<file path="src/rtl/i2c_types_pkg.sv">
// rtl/i2c_types_pkg.sv - shared I2C command and engine state types
package i2c_types_pkg;

    typedef enum logic [2:0] {
        CMD_START     = 3'd1,
        CMD_STOP      = 3'd2,
        CMD_WRITE     = 3'd3,
        CMD_READ_ACK  = 3'd4,
        CMD_READ_NACK = 3'd5
    } i2c_cmd_t;

    typedef enum logic [1:0] {
        ST_IDLE,
        ST_START,
        ST_STOP,
        ST_BYTE
    } eng_state_t;

    function automatic logic is_read(input i2c_cmd_t cmd);
        return (cmd == CMD_READ_ACK) || (cmd == CMD_READ_NACK);
    endfunction

endpackage

</file>
<file path="src/rtl/i2c_master_engine_quarter_timer.sv">
// rtl/i2c_master_engine_quarter_timer.sv - SCL quarter-period prescaler with stretch hold
module i2c_quarter_timer #(
    parameter int CLK_DIV = 4
) (
    input  logic clk_i,
    input  logic rst_i,
    input  logic run_i,
    input  logic hold_i,
    output logic quarter_end_o
);
    localparam int CNT_W = (CLK_DIV > 1) ? $clog2(CLK_DIV) : 1;
    localparam logic [CNT_W-1:0] CNT_MAX = CNT_W'(CLK_DIV - 1);

    logic [CNT_W-1:0] r_cnt;

    // A stretched quarter restarts its count once the target lets SCL go
    always_ff @(posedge clk_i) begin
        if (rst_i || !run_i || hold_i || quarter_end_o) begin
            r_cnt <= '0;
        end else begin
            r_cnt <= r_cnt + 1'b1;
        end
    end

    assign quarter_end_o = run_i & ~hold_i & (r_cnt == CNT_MAX);

endmodule

</file>
<file path="src/rtl/i2c_master_engine.sv">
// rtl/i2c_master_engine.sv - byte-level I2C initiator driving open-drain SCL/SDA
module i2c_master_engine
    import i2c_types_pkg::*;
#(
    parameter int CLK_DIV        = 4,
    parameter int I2C_DATA_WIDTH = 8
) (
    input  logic                      clk_i,
    input  logic                      rst_i,
    input  logic                      cmd_valid_i,
    output logic                      cmd_ready_o,
    input  logic [2:0]                cmd_i,
    input  logic [I2C_DATA_WIDTH-1:0] wdata_i,
    output logic [I2C_DATA_WIDTH-1:0] rdata_o,
    output logic                      done_o,
    output logic                      nack_o,
    output logic                      err_o,
    output logic                      busy_o,
    input  logic                      scl_i,
    input  logic                      sda_i,
    output logic                      scl_o,
    output logic                      sda_o
);
    localparam logic [3:0] SLOT_LAST = 4'(I2C_DATA_WIDTH);

    eng_state_t                r_state, w_next;
    i2c_cmd_t                  r_cmd, w_cmd;
    logic [1:0]                r_q;
    logic [3:0]                r_slot;
    logic [I2C_DATA_WIDTH-1:0] r_shift, r_rdata;
    logic r_bit, r_nack, r_done, r_err, r_busy, r_ready, r_park_scl, r_park_sda;
    logic w_accept, w_illegal, w_qend, w_finish, w_scl, w_sda;

    assign w_cmd     = i2c_cmd_t'(cmd_i);
    assign w_accept  = cmd_valid_i & r_ready;
    assign w_illegal = !((w_cmd == CMD_START) ||
                         (r_busy && (w_cmd inside {CMD_STOP, CMD_WRITE, CMD_READ_ACK, CMD_READ_NACK})));
    assign w_finish  = w_qend && (r_q == 2'd3) && ((r_state != ST_BYTE) || (r_slot == SLOT_LAST));

    i2c_quarter_timer #(.CLK_DIV(CLK_DIV)) u_timer (
        .clk_i         (clk_i),
        .rst_i         (rst_i),
        .run_i         (r_state != ST_IDLE),
        .hold_i        (w_scl & ~scl_i),
        .quarter_end_o (w_qend)
    );

    always_ff @(posedge clk_i) begin
        if (rst_i) begin
            r_state <= ST_IDLE;
            r_ready <= 1'b0;
        end else begin
            r_state <= w_next;
            r_ready <= (w_next == ST_IDLE);
        end
    end

    always_comb begin
        w_next = r_state;
        if (r_state == ST_IDLE) begin
            if (w_accept && !w_illegal) begin
                case (w_cmd)
                    CMD_START: w_next = ST_START;
                    CMD_STOP:  w_next = ST_STOP;
                    default:   w_next = ST_BYTE;
                endcase
            end
        end else if (w_finish) begin
            w_next = ST_IDLE;
        end
    end

    // Between commands the bus parks on whatever the last quarter drove
    always_comb begin
        w_scl = r_park_scl;
        w_sda = r_park_sda;
        case (r_state)
            ST_START: begin
                w_scl = (r_q == 2'd0) ? r_park_scl : (r_q != 2'd3);
                w_sda = ~r_q[1];
            end
            ST_STOP: begin
                w_scl = (r_q != 2'd0);
                w_sda = r_q[1];
            end
            ST_BYTE: begin
                w_scl = r_q[0] ^ r_q[1];
                if (r_slot == SLOT_LAST) begin
                    w_sda = (r_cmd != CMD_READ_ACK);
                end else begin
                    w_sda = (r_cmd == CMD_WRITE) ? r_shift[I2C_DATA_WIDTH-1] : 1'b1;
                end
            end
            default: ;
        endcase
    end

    always_ff @(posedge clk_i) begin
        if (rst_i) begin
            r_cmd      <= CMD_START;
            r_q        <= 2'd0;
            r_slot     <= 4'd0;
            r_shift    <= '0;
            r_rdata    <= '0;
            r_bit      <= 1'b1;
            r_nack     <= 1'b0;
            r_done     <= 1'b0;
            r_err      <= 1'b0;
            r_busy     <= 1'b0;
            r_park_scl <= 1'b1;
            r_park_sda <= 1'b1;
        end else begin
            r_done <= 1'b0;
            r_err  <= 1'b0;
            if (r_state == ST_IDLE) begin
                if (w_accept) begin
                    r_cmd   <= w_cmd;
                    r_q     <= 2'd0;
                    r_slot  <= 4'd0;
                    r_shift <= wdata_i;
                    r_done  <= w_illegal;
                    r_err   <= w_illegal;
                end
            end else if (w_qend) begin
                r_q <= r_q + 2'd1;
                if (r_q == 2'd2) begin
                    r_bit <= sda_i;
                end
                if (r_q == 2'd3) begin
                    r_slot <= r_slot + 4'd1;
                    if (r_slot < SLOT_LAST) begin
                        r_shift <= {r_shift[I2C_DATA_WIDTH-2:0], r_bit};
                    end
                end
                if (w_finish) begin
                    r_done     <= 1'b1;
                    r_park_scl <= w_scl;
                    r_park_sda <= w_sda;
                    case (r_state)
                        ST_START: r_busy <= 1'b1;
                        ST_STOP:  r_busy <= 1'b0;
                        default: begin
                            if (is_read(r_cmd)) r_rdata <= r_shift;
                            else                r_nack  <= r_bit;
                        end
                    endcase
                end
            end
        end
    end

    assign cmd_ready_o = r_ready;
    assign rdata_o     = r_rdata;
    assign done_o      = r_done;
    assign nack_o      = r_nack;
    assign err_o       = r_err;
    assign busy_o      = r_busy;
    assign scl_o       = w_scl;
    assign sda_o       = w_sda;

endmodule

</file>
<file path="config.mk">
export PLATFORM = sky130hd
export DESIGN_NAME = i2c_master_engine
export DESIGN_NICKNAME = d
export VERILOG_FILES = /design/src/rtl/i2c_types_pkg.sv /design/src/rtl/i2c_master_engine_quarter_timer.sv /design/src/rtl/i2c_master_engine.sv
export SDC_FILE = /design/constraint.sdc
export NUM_CORES = 1
export LEC_CHECK = 0
export BUFFER_PORTS_ARGS = -buffer_cell sky130_fd_sc_hd__buf_2
export CAP_MARGIN = 20
export CORE_MARGIN = 1
export CORE_UTILIZATION = 40
export DETAILED_ROUTE_END_ITERATION = 12
export PLACE_DENSITY_LB_ADDON = 0.05
export SLEW_MARGIN = 20
export SYNTH_ARGS = -nofsm -noshare
export SYNTH_HDL_FRONTEND = slang
export SYNTH_SLANG_ARGS = --single-unit
</file>
<file path="constraint.sdc">
create_clock -name clk_i -period 1.7 [get_ports clk_i]
set_input_delay 0.17 -clock clk_i [delete_from_list [all_inputs] [get_ports clk_i]]
set_output_delay 0.17 -clock clk_i [all_outputs]
set_load 0.05 [all_outputs]
</file>
Yosys cells after proc, flatten, opt, wreduce, memory -nomap -nowiden
Cells that the tools add are included.
Storage, ports and cells
  flip-flop bits (word level): 37
  bits in latches: 0
  memory bits (writable): 0
  bits in read-only memories: 0
  input bits: 16
  output and inout port bits: 15
  logic and storage cells: 108
  memories kept: 0
Cells by class
  $add $sub $neg: 3
  $mul: 0
  divide/modulo/power cells: 0
  magnitude comparators: 1
  eq/ne operators: 19
  shift operators: 0
  mux-type cells: 26
  bitwise operators: 11
  reduce and logical (&&, ||, !) cells: 33
Operators by type and width (number)
  8-bit 2-to-1 mux: 5
  4-bit 2-to-1 mux: 4
  3-bit equality test, second input constant: 4
  2-bit 2-to-1 mux: 6
  2-bit nonzero test: 6
  2-bit equality test, second input constant: 5
  5-bit AND reduction: 2
  3-bit by 2-bit equality test with 1-bit output, second input constant: 3
  3-bit AND reduction: 3
  4-bit AND reduction: 2
  1-bit 2-to-1 mux: 7
  2-bit zero test: 3
  1-bit logical OR: 6
  2-bit != test, second input constant: 3
  1-bit NOT: 6
  1-bit one-hot mux with 3 select lines: 2
  2-bit by 1-bit adder with 2-bit output, second input constant: 2
  4-bit by 1-bit adder with 4-bit output, second input constant: 1
  1-bit AND: 4
  4-bit equality test, second input constant: 1
  1-bit logical AND: 4
  4-bit less-than comparator, second input constant: 1
  2-bit one-hot mux with 2 select lines: 1
  2-bit AND reduction: 2
  8 further kinds: 10

Depth between registers and ports, before layout
Gate-level depths: netlist of run 1.
  depth in word-level cells: 12
  gate-level depth with buffers: 8
  gate-level depth less buffers: 7

By module
From an unflattened synthesis of run 1, not the netlist that was laid out.
Second synthesis, totals
  cells, all modules: 196
  area, all modules: 1809.2 um^2
Modules (own cells, without submodules)
  i2c_master_engine: instances 1, cells an instance 188, area an instance 1705.4 um^2, sequential area each 700.7 um^2
  i2c_quarter_timer: instances 1, cells an instance 8, area an instance 103.8 um^2, sequential area each 40.0 um^2

Worst setup path after synthesis of run 1
No wires, ideal clock.
  path type: reg-to-output
  start: register r_state[0]
  end: output scl_o
  data arrival time: 2218 ps
  required time: 1530 ps
  path slack: -688 ps
  stages on the path, launching flop included: 6
  path buffers: 2
  cell sequence: dfxtp_1 > inv_1 > ha_1 > clkbuf_1 > clkbuf_1 > o21ai_0
On the way
  cells in the longest elaborated chain, start to end: 2
  elaborated cells on any way between the ends: 4
  those cells by class: 3 x eq/ne; 1 x mux
Ends and longest elaborated chain
  start: declaration: RTL line i2c_master_engine.sv:26  | eng_state_t r_state, w_next;
  start signal: assignment: RTL line i2c_master_engine.sv:53  | r_state <= w_next;
  2-bit equality test / 2-bit by 1-bit equality test with 1-bit output (equally long branches): RTL line i2c_master_engine.sv:77  | case (r_state)
  1-bit one-hot mux with 3 select lines (*): RTL line i2c_master_engine.sv:77
  end: declaration: RTL line i2c_master_engine.sv:21  | output logic scl_o,
Every way passes the cells marked *; elsewhere a longest branch is shown, timed or not.

Final worst setup path of run 1
  start: register r_state[0]
  end: register r_busy, in the netlist busy_o
On the way
  cells in the longest elaborated chain, start to end: 9
  elaborated cells on any way between the ends: 18
  those cells by class: 4 x eq/ne; 2 x mux; 5 x bitwise; 7 x reduce/logical
Ends and longest elaborated chain
  2-bit equality test, or another cell as far along: RTL line i2c_master_engine.sv:77
  1-bit one-hot mux with 3 select lines: RTL line i2c_master_engine.sv:77
  1-bit AND: RTL line i2c_master_engine.sv:44  | .hold_i (w_scl & ~scl_i),
  1-bit NOT: RTL line i2c_master_engine_quarter_timer.sv:25  | assign quarter_end_o = run_i & ~hold_i & (r_cnt == CNT_MAX);
  1-bit AND (2 in series): RTL line i2c_master_engine_quarter_timer.sv:25
  1-bit logical AND (2 in series): RTL line i2c_master_engine.sv:38  | assign w_finish = w_qend && (r_q == 2'd3) && ((r_state != ST_BYTE) || (r_slot == SLOT_LAST));
  4-bit AND reduction (no source line)
  end signal: assignment: RTL line i2c_master_engine.sv:109  | r_busy <= 1'b0;
  end signal: assignment: RTL line i2c_master_engine.sv:140  | ST_START: r_busy <= 1'b1;
  end signal: assignment: RTL line i2c_master_engine.sv:141  | ST_STOP: r_busy <= 1'b0;
  end: declaration: RTL line i2c_master_engine.sv:31  | logic r_bit, r_nack, r_done, r_err, r_busy, r_ready, r_park_scl, r_park_sda;
Parallel ways exist; a longest one is shown, timed or not.
A chain may end at the register's enable or synchronous reset.

==> results.md, run 1 <==
- Final worst path period share: 1.12
- Initial core utilization: 0.425
- M3 GR Usage: 0.0399
- Synthesized netlist cell count: 212
- Hold path cells: 3
- GRT Residual Overflow: 0
- Dpl ws: -0.206 ns
- R2r worst-path depth: 8
- M2 GR Usage: 0.384
- Max incr delay on CP: approximately 0.39 ns
- Crit-path cells: inv_4 > ha_4 > nand3b_1 > nor2_4 > nand4_1 > buf_6 > or3_1 > a21oi_1
- Root buffer cell: clkbuf_8
- WL final: roughly 5200 um
- FF-to-FF setup slack: -0.20 ns
- Violated checks: DRC, setup timing
- Worst Min Path Start: cmd_i[0]
- CP Launch Type: flop
- Pleak: roughly 1.3 nW
- Longest Clk Path Bufs: 2
- Row cnt: 24
- Vias per cell: 5.28
- Syn_nets: 238
- Final setup fails: 33
- Antenna violations before repair: 0
- DP HPWL: 3580 um
- Setup ws final: -0.197 ns
- Max Slew Vio Count: 0
- Most frequent cells in the layout: buf_4, dfxtp_1, buf_2, nor2_1, nand2_1
- Largest net degree at the start of global routing: 25
- GPL Wtd Cong: 0.876
- H-tree levels: 2
- Worst setup path startpoint: r_state[0]
- Pwr per Cell Area: 608 mW/mm^2
- Slew @ Worst Pin: around 0.44 ns
- Slowest stage cell, crit path: dfxtp_4
- Crit path max-delay family: simple AND/OR/NAND/NOR gates
- Syn Area/Cell: 8.91 sq um
- Worst EP required: 1.92 ns
- Data arrival, critical path: 2.12 ns
- # clock sinks: 37
- Final Power: 0.00171 W
- MaxCap Viol Count: 0
- DR vias: 1,811
- Die width: between 70 and 80 um
- M1 GR Usage: 0.260
- Tightest Hold Check Type: input pin to flop
- Cell Area, Synth: 0.00189 sq mm
- First-pass iteration count of the detailed router: 8
- Outcome: finished, violations left
- Most common cell after layout, fill and taps aside: buf_4
- Setup CP Type: flop to flop
- # IOs: 31
- Reg2Reg Capture Point: busy_o
- Die Y: 70.7 um
- Top Usage Layer GRT: met2
- Layout area overhead: 49.0%
- Worst Hold End: r_cmd[0]
- # fillers: 381
- Max Clock Freq: roughly 0.53 GHz
- Port Buf Inserts: 30
- Crit path buf inv count: 2
- Clk Latency, worst-skew pair: 0.29 ns
- Layout cells sized above 1: 0.467
- Die ar.: roughly 0.005 sq mm
- Dpl cells: roughly 320
- Fin nets: 316
- Diodes inserted: 0
- Final hold slack: 0.137 ns
- Post-synthesis sequential area ratio: 0.392
- Drt wl/cell: 15.0 um
- Crit end category: flop
- CTS tree: yes
- RSZ-0062 raised after global routing: yes
- Hold_buf cts: 0
- Core region area: 0.00444 sq mm
- Max-slew headroom: 0.707
- Clock slew seen by the registers of the worst setup and hold paths: 0.08 ns
- Residual DRC count: 6
- Final Hold Vio Count: 0
- Flop and latch count out of synthesis: 37
- Synth warn: 0
- Reg-to-Reg Start: r_state[0]
- DRT iter0 DRCs: 91
- First-pass GRT wire length: 8640 um
- Worst path depth: 8
- Post-layout min period: 1.90 ns
- Num CTS Buffers: 5
- Worst VDD drop: 0.553 mV
- Vias in the first global route: 1,870
- Worst-path maximum fanout: 5
- Synth cell types: 41
- Clk_skew: around 0.006 ns
- Non-Filler Instances: 343
- Total Routing Usage GR: 0.217
- Antenna Nets Post-Route: 0
==> where the power goes <==
group	leakage, nW	switching [W]	internal (W)	total, W
registers	0.303	0.0000169	0.000882	0.000899
logic	0.976	0.000101	0.0000855	0.000186
clock network	0.0445	0.000333	0.000291	0.000624
total	1.32	0.000451	0.00126	0.00171
==> kinds of logic after synthesis <==
family                     count (synthesis)  synth area share
and+or+nand+nor                           86             0.231
DFF                                       37             0.392
AOI/OAI and AO/OA                         33             0.124
muxes                                     25             0.137
buffers and inverters                     19            0.0404
adders and majority gates                 10            0.0663
xor gates and xnor gates                   2           0.00928
==> how the worst max path moves through the flow <==
stage	endpoint	slack, ns
floorplan	nack_o	-0.09
global placement	busy_o	-0.17
detailed placement	busy_o	-0.21
CTS	sda_o	-0.19
global route	busy_o	-0.28
finish	busy_o	-0.20
==> synth_stat cells (all sizes together) <==
cell,instances,area share
a211oi,1,0.0040
a21o,2,0.0079
a21oi,10,0.027
a22o,1,0.0046
a2bb2oi,1,0.0046
a31oi,2,0.015
and2,2,0.0066
and3,3,0.0099
and3b,2,0.0093
buf,2,0.0066
clkbuf,6,0.012
dfxtp,37,0.39
ha,10,0.066
inv,11,0.022
mux2,7,0.042
mux2i,18,0.095
nand2,19,0.038
nand2b,5,0.017
nand3,8,0.024
nand3b,4,0.016
nand4,3,0.0099
nor2,24,0.049
nor2b,2,0.0066
nor3,4,0.011
nor3b,2,0.0079
nor4,2,0.0066
o211a,1,0.0053
o211ai,1,0.0040
o21a,1,0.0040
o21ai,9,0.030
o221ai,2,0.0093
o32ai,1,0.0046
o41ai,1,0.0046
or2,1,0.0033
or3,5,0.017
xor2,2,0.0093
==> per-layer routing <==
| metal | vias to the layer above | wire, um |
|---|---|---|
| met4 | 0 | 125 |
| met1 | 860 | 2220 |
| met3 | 13 | 198 |
| met5 | - | 0 |
| met2 | 44 | 2610 |
| li1 | 894 | - |
==> area by class of cell <==
cell class | count | area (sq um) | share of cell area
Inverter | 11 | 48.8 | 0.0173
Tap cell | 52 | 65.1 | 0.0231
Timing Repair Buffer | 79 | 578 | 0.206
Clock inverter | 3 | 21.3 | 0.00756
Sequential cell | 37 | 753 | 0.268
Multi-Input combinational cell | 156 | 1280 | 0.454
Clock buffer | 5 | 68.8 | 0.0245
==> registers in the layout (all words and copies together), names as in the netlist, 2 cells and up <==
signal,count
r_cmd,3
r_q,2
r_shift,8
r_slot,4
r_state,2
rdata_o,8
u_timer.r_cnt,2
==> worst min-delay path, stage by stage <==
cell and delay [ns]:
buf_2 0.11, nand2_1 0.05, nand3b_1 0.06
==> timing repair <==
action                                  in CTS  in global routing
gates resized for setup                     23                 14
setup buffers                                6                 11
endpoints found under the setup margin      31                 32
pin swaps                                    7                 13
cloned                                       0                  0
==> per-stage QoR <==
| stage | util | cell area, sq um | TNS (ns) |
|---|---|---|---|
| global route | 0.633 | 2810 | -6.60 |
| finish | 0.633 | 2810 | -4.07 |
| floorplan | - | 2000 | -0.541 |
| detailed placement | 0.550 | 2440 | -3.78 |
| global placement | 0.550 | 2440 | -2.76 |
| CTS | 0.603 | 2680 | -3.12 |
(Power assumes the default switching activity.)
==> inputs of run 2 (changes only) <==
--- a/config.mk
+++ b/config.mk
@@ -8,7 +8,7 @@
 export BUFFER_PORTS_ARGS = -buffer_cell sky130_fd_sc_hd__buf_2
 export CAP_MARGIN = 20
 export CORE_MARGIN = 1
-export CORE_UTILIZATION = 40
+export CORE_UTILIZATION = 50
 export DETAILED_ROUTE_END_ITERATION = 12
 export PLACE_DENSITY_LB_ADDON = 0.05
 export SLEW_MARGIN = 20
==> results.md, run 2 (synthesis results as in run 1) <==
- Worst Hold End: r_cmd[0] (unchanged)
- Worst Min Path Start: cmd_i[0] (unchanged)
- Most common cell after layout, fill and taps aside: buf_4 (unchanged)
- Initial core utilization: 0.544 (was 0.425)
- Clock power frac: 0.356 (was 0.365)
- Clock slew seen by the registers of the worst setup and hold paths: 0.08 ns (about the same)
- Max incr delay on CP: 0.38 ns (was 0.39 ns)
- Reg-to-Reg Start: r_q[0] (was r_state[0])
- Sequential power share: 0.522 (was 0.526)
- Max Slew Vio Count: 0 (unchanged)
- Residual DRC count: 0 (was 6)
- Pleak: 1.37 nW (was 1.32 nW)
- Most frequent cells in the layout: buf_4, dfxtp_1, buf_2, nor2_1, nand2_1 (unchanged)
- Final Hold Vio Count: 0 (unchanged)
- Clk_skew: 0.00577 ns (was 0.00588 ns)
- Sw Share: 0.271 (was 0.264)
- MaxCap Viol Count: 0 (unchanged)
- Post-layout min period: 2.16 ns (was 1.90 ns)
- Data arrival, critical path: 2.40 ns (was 2.12 ns)
- Logic pwr share: 0.122 (was 0.109)
- Row cnt: 21 (was 24)
- Layout area overhead: 57.0% (was 49.0%)
- Crit-path cells: ha_1 > nand3b_1 > nor2_4 > nand4_1 > buf_4 > or3_4 > a21oi_2 (was inv_4 > ha_4 > nand3b_1 > nor2_4 > nand4_1 > buf_6 > or3_1 > a21oi_1)
- GPL Wtd Cong: 0.910 (was 0.876)
- Diodes inserted: 0 (unchanged)
- # clock sinks: 37 (unchanged)
- Fin nets: 327 (was 316)
- Drt wl/cell: 20.0 um (was 15.0 um)
- Root buffer cell: clkbuf_8 (unchanged)
- Antenna violations before repair: 0 (unchanged)
- Num CTS Buffers: 5 (unchanged)
- Crit end category: flop (unchanged)
- FF-to-FF setup slack: -0.46 ns (was -0.20 ns)
- Largest net degree at the start of global routing: 21 (was 25)
- Final worst path period share: 1.27 (was 1.12)
- CP Launch Type: flop (unchanged)
- M2 GR Usage: 0.523 (was 0.384)
- Final hold slack: 0.137 ns (about the same)
- Worst-path maximum fanout: 3 (was 5)
- DR vias: 2,061 (was 1,811)
- # IOs: 31 (unchanged)
- First-pass iteration count of the detailed router: 4 (was 8)
- DRT iter0 DRCs: 143 (was 91)
- M1 GR Usage: 0.317 (was 0.260)
- Max-slew headroom: 0.703 (was 0.707)
- Die Y: 63.5 um (was 70.7 um)
- Tightest Hold Check Type: input pin to flop (unchanged)
- Vias per cell: 5.92 (was 5.28)
- CTS tree: yes (unchanged)
- Slowest stage cell, crit path: dfxtp_2 (was dfxtp_4)
- First-pass GRT wire length: 8960 um (was 8640 um)
- GRT Residual Overflow: 0 (unchanged)
- Non-Filler Instances: 348 (was 343)
- Int Pwr: 0.00126 W (about the same)
- Dpl cells: 316 (was 318)
- Slew @ Worst Pin: 0.446 ns (was 0.440 ns)
- Die ar.: 0.00403 sq mm (was 0.00500 sq mm)
- Longest Clk Path Bufs: 2 (unchanged)
- Final setup fails: 35 (was 33)
- Layout cells sized above 1: 0.503 (was 0.467)
- Vias in the first global route: 1,916 (was 1,870)
- DP HPWL: 3600 um (was 3580 um)
- Pwr per Cell Area: 582 mW/mm^2 (was 608 mW/mm^2)
- Violated checks: setup timing (was DRC, setup timing)
- Setup CP Type: flop to flop (unchanged)
- Worst VDD drop: 0.565 mV (was 0.553 mV)
- Top Usage Layer GRT: met2 (unchanged)
- Clk Latency, worst-skew pair: 0.30 ns (was 0.29 ns)
- Outcome: finished, violations left (unchanged)
- Core region area: 0.00347 sq mm (was 0.00444 sq mm)
- Port Buf Inserts: 30 (unchanged)
- M3 GR Usage: 0.0707 (was 0.0399)
- Reg2Reg Capture Point: nack_o (was busy_o)
- Setup ws final: -0.465 ns (was -0.197 ns)
- Worst EP required: 1.93 ns (was 1.92 ns)
- H-tree levels: 2 (unchanged)
- Antenna Nets Post-Route: 0 (unchanged)
- R2r worst-path depth: 7 (was 8)
- NetSw: 0.000467 W (was 0.000451 W)
- Die width: 63.5 um (was 70.7 um)
- Hold path cells: 3 (unchanged)
- WL final: 6950 um (was 5160 um)
- Total Routing Usage GR: 0.290 (was 0.217)
- RSZ-0062 raised after global routing: yes (unchanged)
- Max Clock Freq: 0.462 GHz (was 0.527 GHz)
- # fillers: 176 (was 381)
-- run 2: layout make-up --
cell class / count / area [sq um] / share of cell area
Inverter: 11 / 48.8 / 0.0165
Timing Repair Buffer: 90 / 697 / 0.235
Clock inverter: 3 / 17.5 / 0.00591
Tap cell: 46 / 57.6 / 0.0194
Multi-Input combinational cell: 156 / 1320 / 0.445
Sequential cell: 37 / 754 / 0.255
Clock buffer: 5 / 68.8 / 0.0232
-- run 2: worst max-delay path, delay by kind of cell (launching register included) --
family | cells | cell delay (ns)
and+or+nand+nor | 4 | 1.08
AOI/OAI and AO/OA | 1 | 0.13
adders and majority gates | 1 | 0.28
DFF | 1 | 0.38
buffers and inverters | 1 | 0.22
-- run 2: worst max path at each step --
| stage | start | end | slack (ns) | cells past startpoint |
|---|---|---|---|---|
| 5_1_grt | r_q[0] | nack_o | -0.49 | 7 |
| 4_1_cts | r_slot[0] | sda_o | -0.24 | 8 |
| 6_report | r_q[0] | nack_o | -0.46 | 7 |
| 3_3_place_gp | r_state[0] | busy_o | -0.18 | 8 |
| 3_5_place_dp | r_state[0] | busy_o | -0.29 | 8 |
| 2_1_floorplan | r_q[1] | nack_o | -0.09 | 7 |
-- run 2: through the flow --
stage / utilization / setup slack (ns) / total power (W) / instance area, sq um / setup TNS [ns]
6_report: 0.855 / -0.465 / 0.00173 / 2960 / -9.56
4_1_cts: 0.785 / -0.240 / 0.00170 / 2720 / -4.83
2_1_floorplan: - / -0.0889 / 0.00103 / 2000 / -0.541
3_5_place_dp: 0.707 / -0.291 / 0.00108 / 2450 / -4.82
5_1_grt: 0.855 / -0.486 / 0.00178 / 2960 / -11.56
3_3_place_gp: 0.707 / -0.180 / 0.00108 / 2450 / -2.86
-- run 2: routing by layer --
layer / vias to the layer above / share of wire
met5: - / 0
met4: 0 / 0.045
met3: 31 / 0.077
met2: 116 / 0.50
met1: 997 / 0.38
li1: 917 / -
-- run 2: power groups by stage --
stage / Combinational, W / Clock, W / Sequential (W)
after floorplan: 0.0000975 / 0 / 0.000929
after global placement: 0.000158 / 0 / 0.000919
after detailed placement: 0.000163 / 0 / 0.000921
after CTS: 0.000182 / 0.000615 / 0.000899
after global routing: 0.000222 / 0.000653 / 0.000903
final: 0.000210 / 0.000615 / 0.000901
-- run 2: repair_timing --
action | CTS | global route
buffers inserted | 12 | 14
endpoints found under the setup margin | 31 | 33
pin swaps | 7 | 15
gates resized for setup | 24 | 29
hold buffers | 0 | 0
cloned | 0 | 0
==> inputs of run 3 (changes only) <==
==> constraint.sdc (replaced) <==
create_clock -name clk_i -period 1.7 [get_ports clk_i]
set_input_delay 0.17 -clock clk_i [delete_from_list [all_inputs] [get_ports clk_i]]
set_output_delay 0.17 -clock clk_i [all_outputs]
set_load 0.1 [all_outputs]
==> results.md, run 3 (synthesis results as in run 1) <==
- Most frequent cells in the layout: dfxtp_1, buf_4, buf_2, nor2_1, nand2_1 (was buf_4, dfxtp_1, buf_2, nor2_1, nand2_1)
- Residual DRC count: 0 (unchanged)
- # clock sinks: 37 (unchanged)
- Max-slew headroom: 0.675 (was 0.703)
- MaxCap Viol Count: 0 (unchanged)
- Fin nets: 309 (was 327)
- Crit-path cells: inv_2 > ha_4 > and3b_2 > nor2_4 > nand4_1 > or3_1 > a21oi_1 (was ha_1 > nand3b_1 > nor2_4 > nand4_1 > buf_4 > or3_4 > a21oi_2)
- Setup Total Neg Slack: -4.65 ns (was -9.56 ns)
- Tightest Hold Check Type: input pin to flop (unchanged)
- Longest Clk Path Bufs: 2 (unchanged)
- Slew @ Worst Pin: 0.491 ns (was 0.446 ns)
- GRT Residual Overflow: 0 (unchanged)
- First-pass GRT wire length: 8610 um (was 8960 um)
- Die ar.: 0.00403 sq mm (unchanged)
- Dpl ws: -0.248 ns (was -0.291 ns)
- WL final: 5300 um (was 6950 um)
- Die Y: 63.5 um (unchanged)
- Layout area overhead: 49.2% (was 57.0%)
- Final Power: 0.00173 W (about the same)
- Hold_buf cts: 0 (unchanged)
- Crit path buf inv count: 1 (unchanged)
- Num CTS Buffers: 5 (unchanged)
- GPL Wtd Cong: 0.863 (was 0.910)
- Layout cells sized above 1: 0.479 (was 0.503)
- Worst-path maximum fanout: 5 (was 3)
- Total Routing Usage GR: 0.279 (was 0.290)
- Pwr per Cell Area: 614 mW/mm^2 (was 582 mW/mm^2)
- Vias per cell: 5.48 (was 5.92)
- Max incr delay on CP: 0.44 ns (was 0.38 ns)
- Antenna Nets Post-Route: 0 (unchanged)
- Final worst path period share: 1.14 (was 1.27)
- Vias in the first global route: 1,886 (was 1,916)
- Max Slew Vio Count: 0 (unchanged)
- Slowest stage cell, crit path: or3_1 (was dfxtp_2)
- CTS tree: yes (unchanged)
- H-tree levels: 2 (unchanged)
- # IOs: 31 (unchanged)
- CP Launch Type: flop (unchanged)
- Row cnt: 21 (unchanged)
- Port Buf Inserts: 30 (unchanged)
- Worst VDD drop: 0.578 mV (was 0.565 mV)
- Root buffer cell: clkbuf_8 (unchanged)
- Non-Filler Instances: 330 (was 348)
- Outcome: finished, violations left (unchanged)
- Drt wl/cell: 16.1 um (was 20.0 um)
- Post-layout min period: 1.94 ns (was 2.16 ns)
- DP HPWL: 3540 um (was 3600 um)
- Diodes inserted: 0 (unchanged)
- Largest net degree at the start of global routing: 24 (was 21)
- Worst EP required: 1.93 ns (about the same)
- Clk Latency, worst-skew pair: 0.31 ns (was 0.30 ns)
- Violated checks: setup timing (unchanged)
- DRT iter0 DRCs: 105 (was 143)
- Crit path max-delay family: simple AND/OR/NAND/NOR gates (unchanged)
- RSZ-0062 raised after global routing: yes (unchanged)
- Final setup fails: 33 (was 35)
- Clock slew seen by the registers of the worst setup and hold paths: 0.08 ns (about the same)
- Clk_skew: 0.0122 ns (was 0.00577 ns)
- Dpl cells: 313 (was 316)
- Data arrival, critical path: 2.17 ns (was 2.40 ns)
- DR vias: 1,807 (was 2,061)
- Core region area: 0.00347 sq mm (unchanged)
- First-pass iteration count of the detailed router: 4 (unchanged)
- Setup CP Type: flop to flop (unchanged)
- Crit end category: flop (unchanged)
- Setup ws final: -0.242 ns (was -0.465 ns)
- Initial core utilization: 0.544 (unchanged)
- Die width: 63.5 um (unchanged)
- Final core occ: 0.812 (was 0.855)
- Final Hold Vio Count: 0 (unchanged)
- Antenna violations before repair: 0 (unchanged)
- Pleak: 1.31 nW (was 1.37 nW)
- Max Clock Freq: 0.515 GHz (was 0.462 GHz)
## run 3: per-stage QoR
stage | area (sq um) | hold slack [ns]
after floorplan | 2050 | 0.294
after global placement | 2490 | 0.408
after detailed placement | 2490 | 0.413
after CTS | 2760 | 0.128
after global routing | 2820 | 0.140
final | 2820 | 0.128
## run 3: area by class of cell
class                      count  area, sq um
timing repair buffer          72          554
clock inverter                 3         17.5
fill                         221          652
clock buffer                   5         68.8
tap                           46         57.6
sequential                    37          758
inverter                      11         46.3
multi-input combinational    156         1310
## run 3: where the power goes
| group | internal, W | switching [W] |
|---|---|---|
| clock network | 0.000283 | 0.000339 |
| logic | 0.0000867 | 0.000122 |
| registers | 0.000880 | 0.0000173 |
## run 3: path summary, 6_finish.rpt
check	start	endpoint	slack, ns	cells past startpoint
max	r_q[1]	nack_o	-0.24	7
min	cmd_i[0]	r_cmd[0]	0.13	3
max reg2reg	r_q[1]	nack_o	-0.24	7
min reg2reg	u_timer.r_cnt[0]	u_timer.r_cnt[0]	0.42	1
## run 3: repair_timing
action | CTS | global route
pin swaps | 20 | 5
gates resized for setup | 28 | 14
setup endpoints to repair | 31 | 36
setup buffers | 7 | 2
## run 3: per-layer routing
layer  routed length, um  GRT usage  vias to the layer above
li1                    -          -                      884
met5                   0          0                        -
met2                2550      0.473                       62
met4                 246      0.156                        0
met1                2220      0.312                      841
met3                 276     0.0761                       20
## run 3: tightest hold or removal path, stage by stage
cell and delay, ns:
buf_2 0.10, nand2_1 0.05, nand3b_1 0.07
